--- config.mk ---
export PLATFORM = sky130hd
export DESIGN_NAME = serial_adder
export DESIGN_NICKNAME = d
export VERILOG_FILES = /design/src/rtl/serial_adder.sv
export SDC_FILE = /design/constraint.sdc
export NUM_CORES = 1
export LEC_CHECK = 0
export BUFFER_PORTS_ARGS = -buffer_cell sky130_fd_sc_hd__buf_2
export CAP_MARGIN = 10
export CORE_UTILIZATION = 40
export CTS_CLUSTER_SIZE = 12
export DETAILED_ROUTE_END_ITERATION = 10
export GPL_TIMING_DRIVEN = 0
export PLACE_DENSITY_LB_ADDON = 0.25
export SYNTH_ARGS = -nofsm -noshare
export SYNTH_HDL_FRONTEND = slang
export SYNTH_SLANG_ARGS = --single-unit
--- constraint.sdc ---
create_clock -name clk -period 1.5 [get_ports clk]
set_input_delay 0.3 -clock clk [delete_from_list [all_inputs] [get_ports clk]]
set_output_delay 0.3 -clock clk [all_outputs]
set_load 0.01 [all_outputs]
--- src/rtl/serial_adder.sv ---
// Bit-serial adder: one full-adder cell stepped LSB-first over WIDTH clocks,
// with the inter-bit carry held in a register.

// Single-bit full adder cell used by the serial datapath.
module fulladd (
    input  logic a,
    input  logic b,
    input  logic ci,
    output logic s,
    output logic co
);

    assign s  = a ^ b ^ ci;
    assign co = (a & b) | (ci & (a ^ b));

endmodule

module serial_adder #(
    parameter int unsigned WIDTH = 8
) (
    input  logic             clk,
    input  logic             rst,
    input  logic             start,
    input  logic [WIDTH-1:0] a,
    input  logic [WIDTH-1:0] b,
    input  logic             cin,
    output logic             busy,
    output logic             done,
    output logic [WIDTH-1:0] sum,
    output logic             cout
);

    localparam int unsigned CW = $clog2(WIDTH + 1);

    typedef enum logic [1:0] {
        S_IDLE = 2'd0,
        S_RUN  = 2'd1,
        S_DONE = 2'd2
    } state_t;

    state_t           r_state;
    state_t           w_state_nxt;

    logic [WIDTH-1:0] r_a_sr;
    logic [WIDTH-1:0] r_b_sr;
    logic [WIDTH-1:0] r_sum_sr;
    logic             r_carry;
    logic [CW-1:0]    r_count;
    logic             r_busy;
    logic             r_done;

    logic [WIDTH-1:0] w_a_nxt;
    logic [WIDTH-1:0] w_b_nxt;
    logic [WIDTH-1:0] w_sum_nxt;
    logic [WIDTH-1:0] w_sum_shift;
    logic             w_carry_nxt;
    logic [CW-1:0]    w_count_nxt;
    logic             w_s;
    logic             w_co;

    // The single shared adder cell sees the current LSBs and the held carry.
    fulladd u_fa (
        .a  (r_a_sr[0]),
        .b  (r_b_sr[0]),
        .ci (r_carry),
        .s  (w_s),
        .co (w_co)
    );

    // New sum bit enters at the MSB so the LSB lands at bit 0 after WIDTH steps.
    generate
        if (WIDTH == 1) begin : g_w1
            assign w_sum_shift = w_s;
        end else begin : g_wn
            assign w_sum_shift = {w_s, r_sum_sr[WIDTH-1:1]};
        end
    endgenerate

    // Next-state and datapath update; registers hold unless the FSM steps them.
    always_comb begin
        w_state_nxt = r_state;
        w_a_nxt     = r_a_sr;
        w_b_nxt     = r_b_sr;
        w_sum_nxt   = r_sum_sr;
        w_carry_nxt = r_carry;
        w_count_nxt = r_count;
        case (r_state)
            S_IDLE: begin
                if (start) begin
                    w_a_nxt     = a;
                    w_b_nxt     = b;
                    w_carry_nxt = cin;
                    w_sum_nxt   = '0;
                    w_count_nxt = '0;
                    w_state_nxt = S_RUN;
                end
            end
            S_RUN: begin
                w_sum_nxt   = w_sum_shift;
                w_a_nxt     = r_a_sr >> 1;
                w_b_nxt     = r_b_sr >> 1;
                w_carry_nxt = w_co;
                w_count_nxt = r_count + CW'(1);
                if (r_count == CW'(WIDTH - 1)) begin
                    w_state_nxt = S_DONE;
                end
            end
            S_DONE: begin
                w_state_nxt = S_IDLE;
            end
            default: begin
                w_state_nxt = S_IDLE;
            end
        endcase
    end

    // State and datapath registers; busy/done are registered decodes of next state.
    always_ff @(posedge clk) begin
        if (rst) begin
            r_state  <= S_IDLE;
            r_a_sr   <= '0;
            r_b_sr   <= '0;
            r_sum_sr <= '0;
            r_carry  <= 1'b0;
            r_count  <= '0;
            r_busy   <= 1'b0;
            r_done   <= 1'b0;
        end else begin
            r_state  <= w_state_nxt;
            r_a_sr   <= w_a_nxt;
            r_b_sr   <= w_b_nxt;
            r_sum_sr <= w_sum_nxt;
            r_carry  <= w_carry_nxt;
            r_count  <= w_count_nxt;
            r_busy   <= (w_state_nxt != S_IDLE);
            r_done   <= (w_state_nxt == S_DONE);
        end
    end

    assign sum  = r_sum_sr;
    assign cout = r_carry;
    assign busy = r_busy;
    assign done = r_done;

endmodule

==> results_tabular.tex, run 1 <==
\begin{tabular}{lr}
\hline
Metric & Value \\
\hline
\multicolumn{2}{l}{\textbf{Clocking}} \\
\quad Hold buffer count at cts & 0 \\
\quad Later-pin clock latency in the skew report & 330 ps \\
\quad Clock root buffer master & clkbuf\_4 \\
\quad Maximum root-to-sink buffer count & 2 \\
\quad CTS tree & yes \\
\quad Clock slew seen by the registers of the worst setup and hold paths & 100 ps \\
\quad Number of gates resized after cts & 0 \\
\quad Clock sinks & 33 \\
\quad Number of levels in the clock H-tree & 2 \\
\quad Clock buffer count from CTS & 5 \\
\quad Post-CTS setup buffer count & 0 \\
\multicolumn{2}{l}{\textbf{Synthesis}} \\
\quad Post-Synthesis Mean Instance Area & 9.93 sq um \\
\quad Warnings, synthesis & 0 \\
\quad FFs w/ async S/R, synth & 0 \\
\quad Main flop type after synthesis & dfxtp\_1 \\
\quad Synthesized Nets & 157 \\
\quad \#FFs+latches synth & 33 \\
\quad Count of flip-flops with a built-in enable after synthesis & 0 \\
\quad Synth unique cells & 35 \\
\quad Cell Area, Synth & 1340 sq um \\
\quad Part of the Yosys area used for sequential elements & 0.493 \\
\quad Gate Count Post-Synth & 135 \\
\multicolumn{2}{l}{\textbf{Timing}} \\
\quad Share of the clock period used by the worst path & 0.865 \\
\quad Number of hold violations in the final report & 0 \\
\quad Final TNS setup & 0 ps \\
\quad Transition time at the pin with the least slew margin & 491 ps \\
\quad Slew Limit Fails & 0 \\
\quad Setup Skew & 6.88 ps \\
\quad Unrepaired setup endpoints after global routing & false \\
\quad Max-slew headroom at the worst pin & 0.672 \\
\quad Time the final worst path needs with I/O delays and setup & 1300 ps \\
\quad Count of final setup violators & 0 \\
\quad Max Freq & 771 MHz \\
\quad Post-route worst setup slack & 202 ps \\
\multicolumn{2}{l}{\textbf{Floorplan}} \\
\quad Die W & 59.9 microns \\
\quad Core area & 3130 sq um \\
\quad Overall die area & around 3600 sq um \\
\quad Initial Util & 0.428 \\
\quad IO Count & 31 \\
\quad Die outline height & approximately 60 microns \\
\quad Std-Cell Rows & 20 \\
\multicolumn{2}{l}{\textbf{Setup path}} \\
\quad Reg2Reg Depth & 5 \\
\quad Crit end category & flop \\
\quad Slowest Stage Delay on Critical Path & 410 ps \\
\quad Worst path buffer plus inverter count & 1 \\
\quad Chain of cells forming the critical path & inv\_1 > fa\_1 > nand2\_1 > o21ai\_1 > a221oi\_1 \\
\quad Critical-path cell with the highest stage delay & fa\_1 \\
\quad Reg2Reg Launch Point & cout \\
\quad R2R Path End & cout \\
\quad CP startpoint kind & flop \\
\quad Flop2flop setup slack & 200 ps \\
\quad Data required time at the worst endpoint & 1730 ps \\
\quad Cell family with the largest share of critical-path delay & adder cells \\
\quad Crit Path Category & flop to flop \\
\quad Worst Path Arrival & 1530 ps \\
\quad Crit path max fanout & 2 \\
\multicolumn{2}{l}{\textbf{Placed design}} \\
\quad Final HPWL from detailed placement & just over 2 mm \\
\quad Count of buffers from port buffering & 29 \\
\quad Final Wtd Congestion & 0.819 \\
\quad Placement Setup Slack & about 210 ps \\
\multicolumn{2}{l}{\textbf{Job}} \\
\quad Max-cap violations & 0 \\
\multicolumn{2}{l}{\textbf{Worst hold path}} \\
\quad Min-delay src & b[7] \\
\quad Hold Path Stages & 2 \\
\quad Path category of the worst min-delay check & primary input to flop \\
\quad Capture endpoint of the worst hold path & r\_b\_sr[7] \\
\multicolumn{2}{l}{\textbf{Route}} \\
\quad Final wirelength & slightly below 3 mm \\
\quad Number of design rule violations left after detail routing & 0 \\
\quad Ratio of routed vias to standard cells & 5.19 \\
\quad DRT antenna net count & 0 \\
\quad DRC marker count from the first detailed-route iteration & 56 \\
\quad Overall via count from detail\_route & 1122 \\
\quad Routed WL per cell & approximately 13 microns \\
\quad Pre-antenna DRT Iters & 4 \\
\multicolumn{2}{l}{\textbf{GRT}} \\
\quad Remaining Overflow, GRT & 0 \\
\quad Wire length of the first global-routing pass & around 5.1 mm \\
\quad Pin count of the biggest net entering global routing & 11 \\
\quad Via count of the first global-routing pass & $\sim$1100 \\
\quad Initial antenna violation count & 0 \\
\quad All-layer global routing usage & 0.198 \\
\multicolumn{2}{l}{\textbf{Pwr}} \\
\quad Post-layout power & 1.84 mW \\
\quad Peak supply drop & 0.000644 V \\
\quad Power density normalized to cell area & 1130 nW/um\^{}2 \\
\quad P\_leak & 0.694 nW \\
\multicolumn{2}{l}{\textbf{Final layout}} \\
\quad Post-layout net count & 193 \\
\quad Final core utilization & 0.520 \\
\quad Signed area change from the synthesized netlist to the final layout & 21.3\% \\
\quad Proportion of layout cells with a drive suffix above 1 & 0.302 \\
\quad Antenna cells & 0 \\
\multicolumn{2}{l}{\textbf{Run status}} \\
\quad Status & complete, no violations \\
\hline
\end{tabular}
-- logic make-up after synthesis --
kind of cell	count (synthesis)	share of synthesized area
buffers and inverters	15	0.0542
adders and majority gates	2	0.0243
muxes	1	0.00747
and+or+nand+nor	42	0.178
DFF	33	0.493
AOI/OAI and AO/OA	42	0.243
-- metrics by stage --
stage               cell area [sq um]  hold WS, ps  instances
floorplan                        1340          426        135
global placement                 1540          459        208
detailed placement               1540          463        208
CTS                              1630          168        216
global route                     1630          167        216
finish                           1630          183        216
-- placed cells by master, fill, tap and decap left out, types with 2 or more instances in the layout --
cell type  instances
and4b_1            3
nand2_1            2
nor2b_1            2
clkbuf_1           4
buf_2             33
nor3_1             2
a211oi_1          10
inv_1              6
dfxtp_1           33
a22o_1             6
or3b_2             4
a22oi_1            5
nor2_1            18
nor2_2             2
nand3_1            2
clkbuf_4           5
nand2b_1           2
o21ai_0            4
and2_1             2
a221o_1            3
o22ai_1            7
-- sequential cells by signal (all words and copies together) (netlist names) --
| register | count |
|---|---|
| r_a_sr | 8 |
| cout | 1 |
| busy | 1 |
| r_count | 4 |
| sum | 8 |
| r_state | 2 |
| r_b_sr | 8 |
| done | 1 |
-- layer usage --
layer / wire length, microns / up-vias / GRT usage / part of all wire
li1: - / 573 / - / -
met1: 1390 / 520 / 0.259 / 0.48
met2: 1350 / 24 / 0.302 / 0.46
met3: 119 / 5 / 0.0584 / 0.041
met4: 55 / 0 / 0.0897 / 0.019
met5: 0 / - / 0 / 0
-- cells in the mapped netlist (2+ instances only) --
cell | instances | area share
a22oi_1 | 5 | 0.028
and2_1 | 2 | 0.0093
a22o_1 | 6 | 0.039
nand2_1 | 2 | 0.0056
a211oi_1 | 10 | 0.056
nand3_1 | 2 | 0.0075
o21ai_0 | 4 | 0.015
clkbuf_1 | 3 | 0.0084
nor2_2 | 2 | 0.0093
nor2b_1 | 2 | 0.0093
buf_2 | 4 | 0.015
and4b_1 | 3 | 0.022
inv_1 | 6 | 0.017
a221o_1 | 3 | 0.022
or3b_2 | 4 | 0.026
o22ai_1 | 7 | 0.033
dfxtp_1 | 33 | 0.49
nor3_1 | 2 | 0.0075
nor2_1 | 18 | 0.050
nand2b_1 | 2 | 0.0093
-- layout make-up --
class | instances | area (sq um)
sequential | 33 | 661
multi-input combinational | 87 | 607
clock inverter | 1 | 30.0
buffer | 9 | 50.0
clock buffer | 7 | 55.1
tap | 44 | 55.1
fill | 306 | 1500
inverter | 6 | 22.5
timing repair buffer | 29 | 145
-- power by group --
group,internal (mW),total [mW],switching [mW]
Clock,0.398,0.685,0.288
Sequential,0.923,0.950,0.0268
Combinational,0.0931,0.203,0.110
-- how the worst max path moves through the flow --
stage / start / to / slack [ps] / depth (start not counted)
2_1_floorplan: cout / sum[7] / 220 / 4
3_3_place_gp: r_state[0] / r_b_sr[4] / 260 / 4
3_5_place_dp: r_state[0] / r_b_sr[3] / 210 / 4
4_1_cts: r_state[0] / r_b_sr[3] / 200 / 4
5_1_grt: cout / cout / 50 / 5
6_report: cout / cout / 200 / 5
(Power assumes the default switching activity.)
==> run 2, diff against run 1 <==
ABC_AREA = 1   (was not set)
BUFFER_PORTS_ARGS = -buffer_cell sky130_fd_sc_hd__buf_4   (was -buffer_cell sky130_fd_sc_hd__buf_2)
clock period = 1.1 ns   (was 1.5 ns; I/O delays follow)
==> results_tabular.tex, run 2 <==
\begin{tabular}{lr}
\hline
Metric & Value \\
\hline
\multicolumn{2}{l}{\textbf{GRT}} \\
\quad Met3 global-route usage & 0.0559 \\
\quad Initial antenna violation count & 0 \\
\quad All-layer global routing usage & 0.198 \\
\quad Fraction of met1 tracks used by global routing & 0.238 \\
\quad Global routing met2 resource utilization & 0.331 \\
\quad Pin count of the biggest net entering global routing & 11 \\
\quad Most used routing layer in global routing & met2 \\
\quad Remaining Overflow, GRT & 0 \\
\quad Wire length of the first global-routing pass & approximately 5.4 mm \\
\quad Via count of the first global-routing pass & 1274 \\
\multicolumn{2}{l}{\textbf{Worst hold path}} \\
\quad Min-delay src & a[7] \\
\quad Hold Path Stages & 3 \\
\quad Path category of the worst min-delay check & primary input to flop \\
\quad Capture endpoint of the worst hold path & r\_a\_sr[7] \\
\multicolumn{2}{l}{\textbf{Setup path}} \\
\quad Crit path max fanout & 2 \\
\quad Data required time at the worst endpoint & about 1300 ps \\
\quad R2R Path End & sum[7] \\
\quad Worst Path Arrival & 1420 ps \\
\quad Reg2Reg Launch Point & r\_a\_sr[0] \\
\quad Crit Path Category & flop to flop \\
\quad CP startpoint kind & flop \\
\quad Launch point of the worst path & r\_a\_sr[0] \\
\quad Flop2flop setup slack & -110 ps \\
\quad Crit end category & flop \\
\quad Reg2Reg Depth & 5 \\
\multicolumn{2}{l}{\textbf{Floorplan}} \\
\quad Die W & just over 60 microns \\
\quad Std-Cell Rows & 21 \\
\quad Die outline height & about 62 microns \\
\quad Core area & roughly 3400 sq um \\
\quad Initial Util & 0.425 \\
\quad IO Count & 31 \\
\quad Overall die area & 3840 sq um \\
\multicolumn{2}{l}{\textbf{Synthesis}} \\
\quad Area share of the leading cell type in the synthesized netlist & 0.459 \\
\quad Most common cell in the synthesized netlist & nand2\_1 \\
\quad Post-Synthesis Mean Instance Area & about 6.7 sq um \\
\quad Top cell type by total area after synthesis & dfxtp\_1 \\
\quad Main flop type after synthesis & dfxtp\_1 \\
\quad Synth unique cells & 16 \\
\quad Cell Area, Synth & 1440 sq um \\
\quad Commonest cells post-synth & 67 x nand2\_1, 38 x nor2\_1, 33 x dfxtp\_1 \\
\quad Synthesized Nets & 237 \\
\quad \#FFs+latches synth & 33 \\
\quad Part of the Yosys area used for sequential elements & 0.459 \\
\quad Count of flip-flops with a built-in enable after synthesis & 0 \\
\quad Warnings, synthesis & 0 \\
\quad Gate Count Post-Synth & 215 \\
\quad Leading cell types by total area after synthesis & dfxtp\_1 46\%, nand2\_1 17\%, nor2\_1 9.9\%, nand3\_1 9.4\%, inv\_1 6.0\% \\
\quad FFs w/ async S/R, synth & 0 \\
\multicolumn{2}{l}{\textbf{Final layout}} \\
\quad Area of the multi-input gates & roughly 800 sq um \\
\quad Post-layout net count & 283 \\
\quad Proportion of layout cells with a drive suffix above 1 & 0.378 \\
\quad Final standard cell count with taps included and fillers excluded & 308 \\
\quad Number of filler instances in the final layout & 306 \\
\quad Most common cell after layout, fill and taps aside & nand2\_1 \\
\quad Highest-count cells in the layout ignoring fill and taps & 59 x nand2\_1, 35 x nor2\_1, 33 x buf\_4 \\
\quad Antenna cells & 0 \\
\quad Signed area change from the synthesized netlist to the final layout & 46.2\% \\
\quad Area taken by flip-flops and latches & 681 sq um \\
\multicolumn{2}{l}{\textbf{Route}} \\
\quad Final wirelength & 3.55 mm \\
\quad Ratio of routed vias to standard cells & 4.68 \\
\quad Routed WL per cell & 11.5 microns \\
\quad DRT antenna net count & 0 \\
\quad Pre-antenna DRT Iters & 4 \\
\quad Number of design rule violations left after detail routing & 0 \\
\quad DRC marker count from the first detailed-route iteration & 60 \\
\quad Overall via count from detail\_route & between 1000 and 1500 \\
\multicolumn{2}{l}{\textbf{Clocking}} \\
\quad Maximum root-to-sink buffer count & 2 \\
\quad Clock buffer count from CTS & 5 \\
\quad Clock sinks & 33 \\
\quad Clock root buffer master & clkbuf\_4 \\
\quad Clock slew seen by the registers of the worst setup and hold paths & around 90 ps \\
\quad CTS tree & yes \\
\quad Number of levels in the clock H-tree & 2 \\
\quad Later-pin clock latency in the skew report & roughly 330 ps \\
\multicolumn{2}{l}{\textbf{Timing}} \\
\quad Transition time at the pin with the least slew margin & 498 ps \\
\quad Number of hold violations in the final report & 0 \\
\quad Max Freq & 823 MHz \\
\quad Share of the clock period used by the worst path & 1.10 \\
\quad Count of final setup violators & 4 \\
\quad Post-route worst setup slack & -114 ps \\
\quad Hold Slack & between 100 and 150 ps \\
\quad Unrepaired setup endpoints after global routing & true \\
\quad Slew Limit Fails & 0 \\
\quad Max-slew headroom at the worst pin & 0.668 \\
\quad Setup Skew & between 4 and 5 ps \\
\quad Time the final worst path needs with I/O delays and setup & 1210 ps \\
\multicolumn{2}{l}{\textbf{Pwr}} \\
\quad Fraction of power consumed by combinational cells & 0.157 \\
\quad P\_leak & 1.01 nW \\
\quad Post-layout power & around 2.6 mW \\
\quad Clk pwr share & 0.357 \\
\quad Cell-internal power & 1.98 mW \\
\quad Peak supply drop & 0.000871 V \\
\quad Switching power of the nets & 653 uW \\
\quad Sw frac & 0.248 \\
\quad Power density normalized to cell area & $\sim$1300 nW/um\^{}2 \\
\quad Proportion of power drawn by flip-flops and latches & 0.487 \\
\multicolumn{2}{l}{\textbf{Placed design}} \\
\quad Final HPWL from detailed placement & 2.17 mm \\
\quad Placement Setup Slack & -199 ps \\
\quad Post-Place Cells & 289 \\
\quad Final Wtd Congestion & 0.775 \\
\quad Count of buffers from port buffering & 28 \\
\multicolumn{2}{l}{\textbf{Run status}} \\
\quad Status & complete, but fails checks \\
\quad Violations in the final reports & setup timing \\
\multicolumn{2}{l}{\textbf{Job}} \\
\quad Max-cap violations & 0 \\
\hline
\end{tabular}
==> run 2: how the worst max path moves through the flow <==
stage                     end  slack (ps)  cells after the start
finish                 sum[7]        -110                      5
global route           sum[7]        -150                      5
CTS                    sum[7]        -120                      5
detailed placement  r_b_sr[6]        -200                      7
global placement    r_b_sr[6]        -200                      7
floorplan              sum[7]         -70                      5
==> run 2: kinds of logic (layout without fill, tap and decap cells) <==
logic type               count (synthesis)  in the layout  synth area share
AND/OR/NAND/NOR                        136            136             0.384
flip-flops                              33             33             0.459
buffers and inverters                   33             80            0.0930
AO/OA/AOI/OAI                           11             11            0.0409
adder cells (fa/ha/maj)                  2              2            0.0226
==> run 2: layout make-up <==
class / count / area share
multi-input cells: 149 / 0.381
clock buffers: 7 / 0.0262
flip-flops and latches: 33 / 0.324
repair buffers: 39 / 0.149
plain buffers: 10 / 0.0357
clock inverters: 1 / 0.0143
inverters: 23 / 0.0434
well taps: 46 / 0.0274
==> run 2: power by group through the flow <==
stage | registers, mW | logic, mW | clock network (mW)
2_1_floorplan | 1.30 | 0.180 | 0
3_3_place_gp | 1.30 | 0.287 | 0
3_5_place_dp | 1.30 | 0.289 | 0
4_1_cts | 1.27 | 0.327 | 0.966
5_1_grt | 1.29 | 0.459 | 1.03
6_report | 1.28 | 0.413 | 0.939
==> run 2: per-layer routing <==
metal,vias up,share of wire
met5,-,0
met2,35,0.50
li1,752,-
met3,2,0.051
met4,0,0.0093
met1,653,0.44
==> run 2: worst max-delay path, cell delays in order (launching register included) <==
cell and delay [ps]:
dfxtp_2 340, inv_2 40, fa_1 530, nor2_1 40, a21oi_1 110, nor2_1 50
==> run 2: per-stage QoR <==
| stage | cell area (sq um) | util | setup TNS (ps) |
|---|---|---|---|
| 2_1_floorplan | 1440 | - | -68.6 |
| 3_3_place_gp | 1710 | 0.504 | -3560 |
| 3_5_place_dp | 1710 | 0.504 | -3640 |
| 4_1_cts | 1890 | 0.559 | -142 |
| 5_1_grt | 2100 | 0.621 | -1220 |
| 6_report | 2100 | 0.621 | -142 |
==> run 2: timing repair <==
item | in CTS | in global routing
gates resized for setup | 27 | 46
buffers inserted | 2 | 5
hold buffers | 0 | 0
pin swaps | 2 | 20
gates cloned | 2 | 2
setup endpoints to repair | 27 | 34
==> run 3, diff against run 2 <==
ABC_AREA = not set   (was 1)
clock period = 1.4 ns   (was 1.1 ns; I/O delays follow)
==> results_tabular.tex, run 3 (same netlist as run 1, synthesis figures left out) <==
\begin{tabular}{lr}
\hline
Metric & Value \\
\hline
\multicolumn{2}{l}{\textbf{Run status}} \\
\quad Status & complete, no violations \\
\multicolumn{2}{l}{\textbf{Setup path}} \\
\quad Crit end category & flop \\
\quad Crit path max fanout & 10 \\
\quad Stages on worst setup path & 5 \\
\quad Slowest Stage Delay on Critical Path & 460 ps \\
\quad Data required time at the worst endpoint & 1610 ps \\
\quad Worst Path Arrival & around 1500 ps \\
\quad Crit Path Category & flop to flop \\
\quad Reg2Reg Depth & 5 \\
\quad CP startpoint kind & flop \\
\quad Worst path buffer plus inverter count & 2 \\
\quad Chain of cells forming the critical path & buf\_6 > o21bai\_2 > buf\_2 > a22oi\_1 > nor2\_1 \\
\quad Cell family with the largest share of critical-path delay & flip-flops \\
\quad Critical-path cell with the highest stage delay & dfxtp\_1 \\
\multicolumn{2}{l}{\textbf{GRT}} \\
\quad Via count of the first global-routing pass & 1098 \\
\quad Wire length of the first global-routing pass & 4.84 mm \\
\quad Initial antenna violation count & 0 \\
\quad All-layer global routing usage & 0.188 \\
\quad Pin count of the biggest net entering global routing & 11 \\
\quad Remaining Overflow, GRT & 0 \\
\multicolumn{2}{l}{\textbf{Final layout}} \\
\quad Most common cell after layout, fill and taps aside & dfxtp\_1 \\
\quad Signed area change from the synthesized netlist to the final layout & 25.8\% \\
\quad Antenna cells & 0 \\
\quad Post-layout net count & 193 \\
\quad Highest-count cells in the layout ignoring fill and taps & 33 x dfxtp\_1, 30 x buf\_4, 18 x nor2\_1 \\
\quad Proportion of layout cells with a drive suffix above 1 & 0.304 \\
\multicolumn{2}{l}{\textbf{Route}} \\
\quad Routed WL per cell & about 13 microns \\
\quad Pre-antenna DRT Iters & 4 \\
\quad Overall via count from detail\_route & 1153 \\
\quad DRT antenna net count & 0 \\
\quad Final wirelength & roughly 2.9 mm \\
\quad DRC marker count from the first detailed-route iteration & 31 \\
\quad Number of design rule violations left after detail routing & 0 \\
\quad Ratio of routed vias to standard cells & 5.36 \\
\multicolumn{2}{l}{\textbf{Floorplan}} \\
\quad Std-Cell Rows & 20 \\
\quad Initial Util & 0.428 \\
\quad Overall die area & 3590 sq um \\
\quad Die outline height & 59.9 microns \\
\quad Die W & 59.9 microns \\
\quad IO Count & 31 \\
\quad Core area & 3130 sq um \\
\multicolumn{2}{l}{\textbf{Job}} \\
\quad Max-cap violations & 0 \\
\multicolumn{2}{l}{\textbf{Timing}} \\
\quad Transition time at the pin with the least slew margin & a little under 500 ps \\
\quad Number of hold violations in the final report & 0 \\
\quad Final TNS setup & 0 ps \\
\quad Max Freq & 771 MHz \\
\quad Post-route worst setup slack & a little over 100 ps \\
\quad Slew Limit Fails & 0 \\
\quad Count of final setup violators & 0 \\
\quad Share of the clock period used by the worst path & 0.927 \\
\quad Unrepaired setup endpoints after global routing & false \\
\quad Time the final worst path needs with I/O delays and setup & around 1300 ps \\
\quad Max-slew headroom at the worst pin & 0.670 \\
\quad Setup Skew & roughly 6.4 ps \\
\multicolumn{2}{l}{\textbf{Placed design}} \\
\quad Count of buffers from port buffering & 29 \\
\quad Final Wtd Congestion & approximately 0.8 \\
\quad Final HPWL from detailed placement & 2.07 mm \\
\quad Placement Setup Slack & 131 ps \\
\multicolumn{2}{l}{\textbf{Clocking}} \\
\quad CTS tree & yes \\
\quad Number of levels in the clock H-tree & 2 \\
\quad Clock root buffer master & clkbuf\_4 \\
\quad Maximum root-to-sink buffer count & 2 \\
\quad Clock buffer count from CTS & 5 \\
\quad Number of gates resized after cts & 0 \\
\quad Hold buffer count at cts & 0 \\
\quad Clock sinks & 33 \\
\quad Post-CTS setup buffer count & 0 \\
\quad Clock slew seen by the registers of the worst setup and hold paths & roughly 90 ps \\
\quad Later-pin clock latency in the skew report & 330 ps \\
\multicolumn{2}{l}{\textbf{Pwr}} \\
\quad Power density normalized to cell area & $\sim$1100 nW/um\^{}2 \\
\quad P\_leak & between 0.7 and 0.8 nW \\
\quad Peak supply drop & 0.000686 V \\
\multicolumn{2}{l}{\textbf{Worst hold path}} \\
\quad Hold Path Stages & 2 \\
\quad Path category of the worst min-delay check & primary input to flop \\
\hline
\end{tabular}
run 3: changes by cell type in the layout (fill, tap and decap cells not counted), sizes merged, moves of 7 or more:
cell	before	now
buf	47	35
o22ai	0	7
nor2	39	20
inv	23	6
nand3	27	2
nand2	67	2
a211oi	0	10
run 3: area by class of cell:
class	count	area [sq um]
buffer	9	50.0
clock buffer	5	37.5
clock inverter	2	35.0
fill	293	1440
inverter	6	22.5
multi-input combinational	87	607
sequential	33	661
tap	44	55.1
timing repair buffer	29	218
run 3: where the power goes:
group / switching [mW] / total [mW] / leakage [nW] / internal (mW)
Sequential: 0.0292 / 1.02 / 0.271 / 0.989
Combinational: 0.116 / 0.234 / 0.393 / 0.118
Clock: 0.310 / 0.673 / 0.0410 / 0.363
Total: 0.455 / 1.93 / 0.704 / 1.47
run 3: through the flow:
step / hold slack, ps / std cells / area, sq um / power [mW] / util
floorplan: 406 / 135 / 1340 / 1.18 / -
global placement: 466 / 208 / 1610 / 1.27 / 0.516
detailed placement: 467 / 208 / 1610 / 1.27 / 0.516
CTS: 146 / 215 / 1690 / 1.93 / 0.539
global route: 141 / 215 / 1690 / 2.02 / 0.539
finish: 160 / 215 / 1690 / 1.93 / 0.539
run 3: layer usage:
metal / up-vias / global-route usage / share of wire / wire length (microns)
li1: 572 / - / - / -
met1: 541 / 0.220 / 0.45 / 1280
met2: 34 / 0.314 / 0.49 / 1390
met3: 6 / 0.0606 / 0.051 / 145
met4: 0 / 0.0797 / 0.018 / 51
met5: - / 0 / 0 / 0
run 3: worst paths after layout:
kind / from / to / slack, ps
hold / removal: a[7] / r_a_sr[7] / 160
setup reg to reg: r_state[0] / sum[2] / 100
setup / recovery: r_state[0] / sum[2] / 100
hold reg to reg: sum[0] / sum[0] / 490
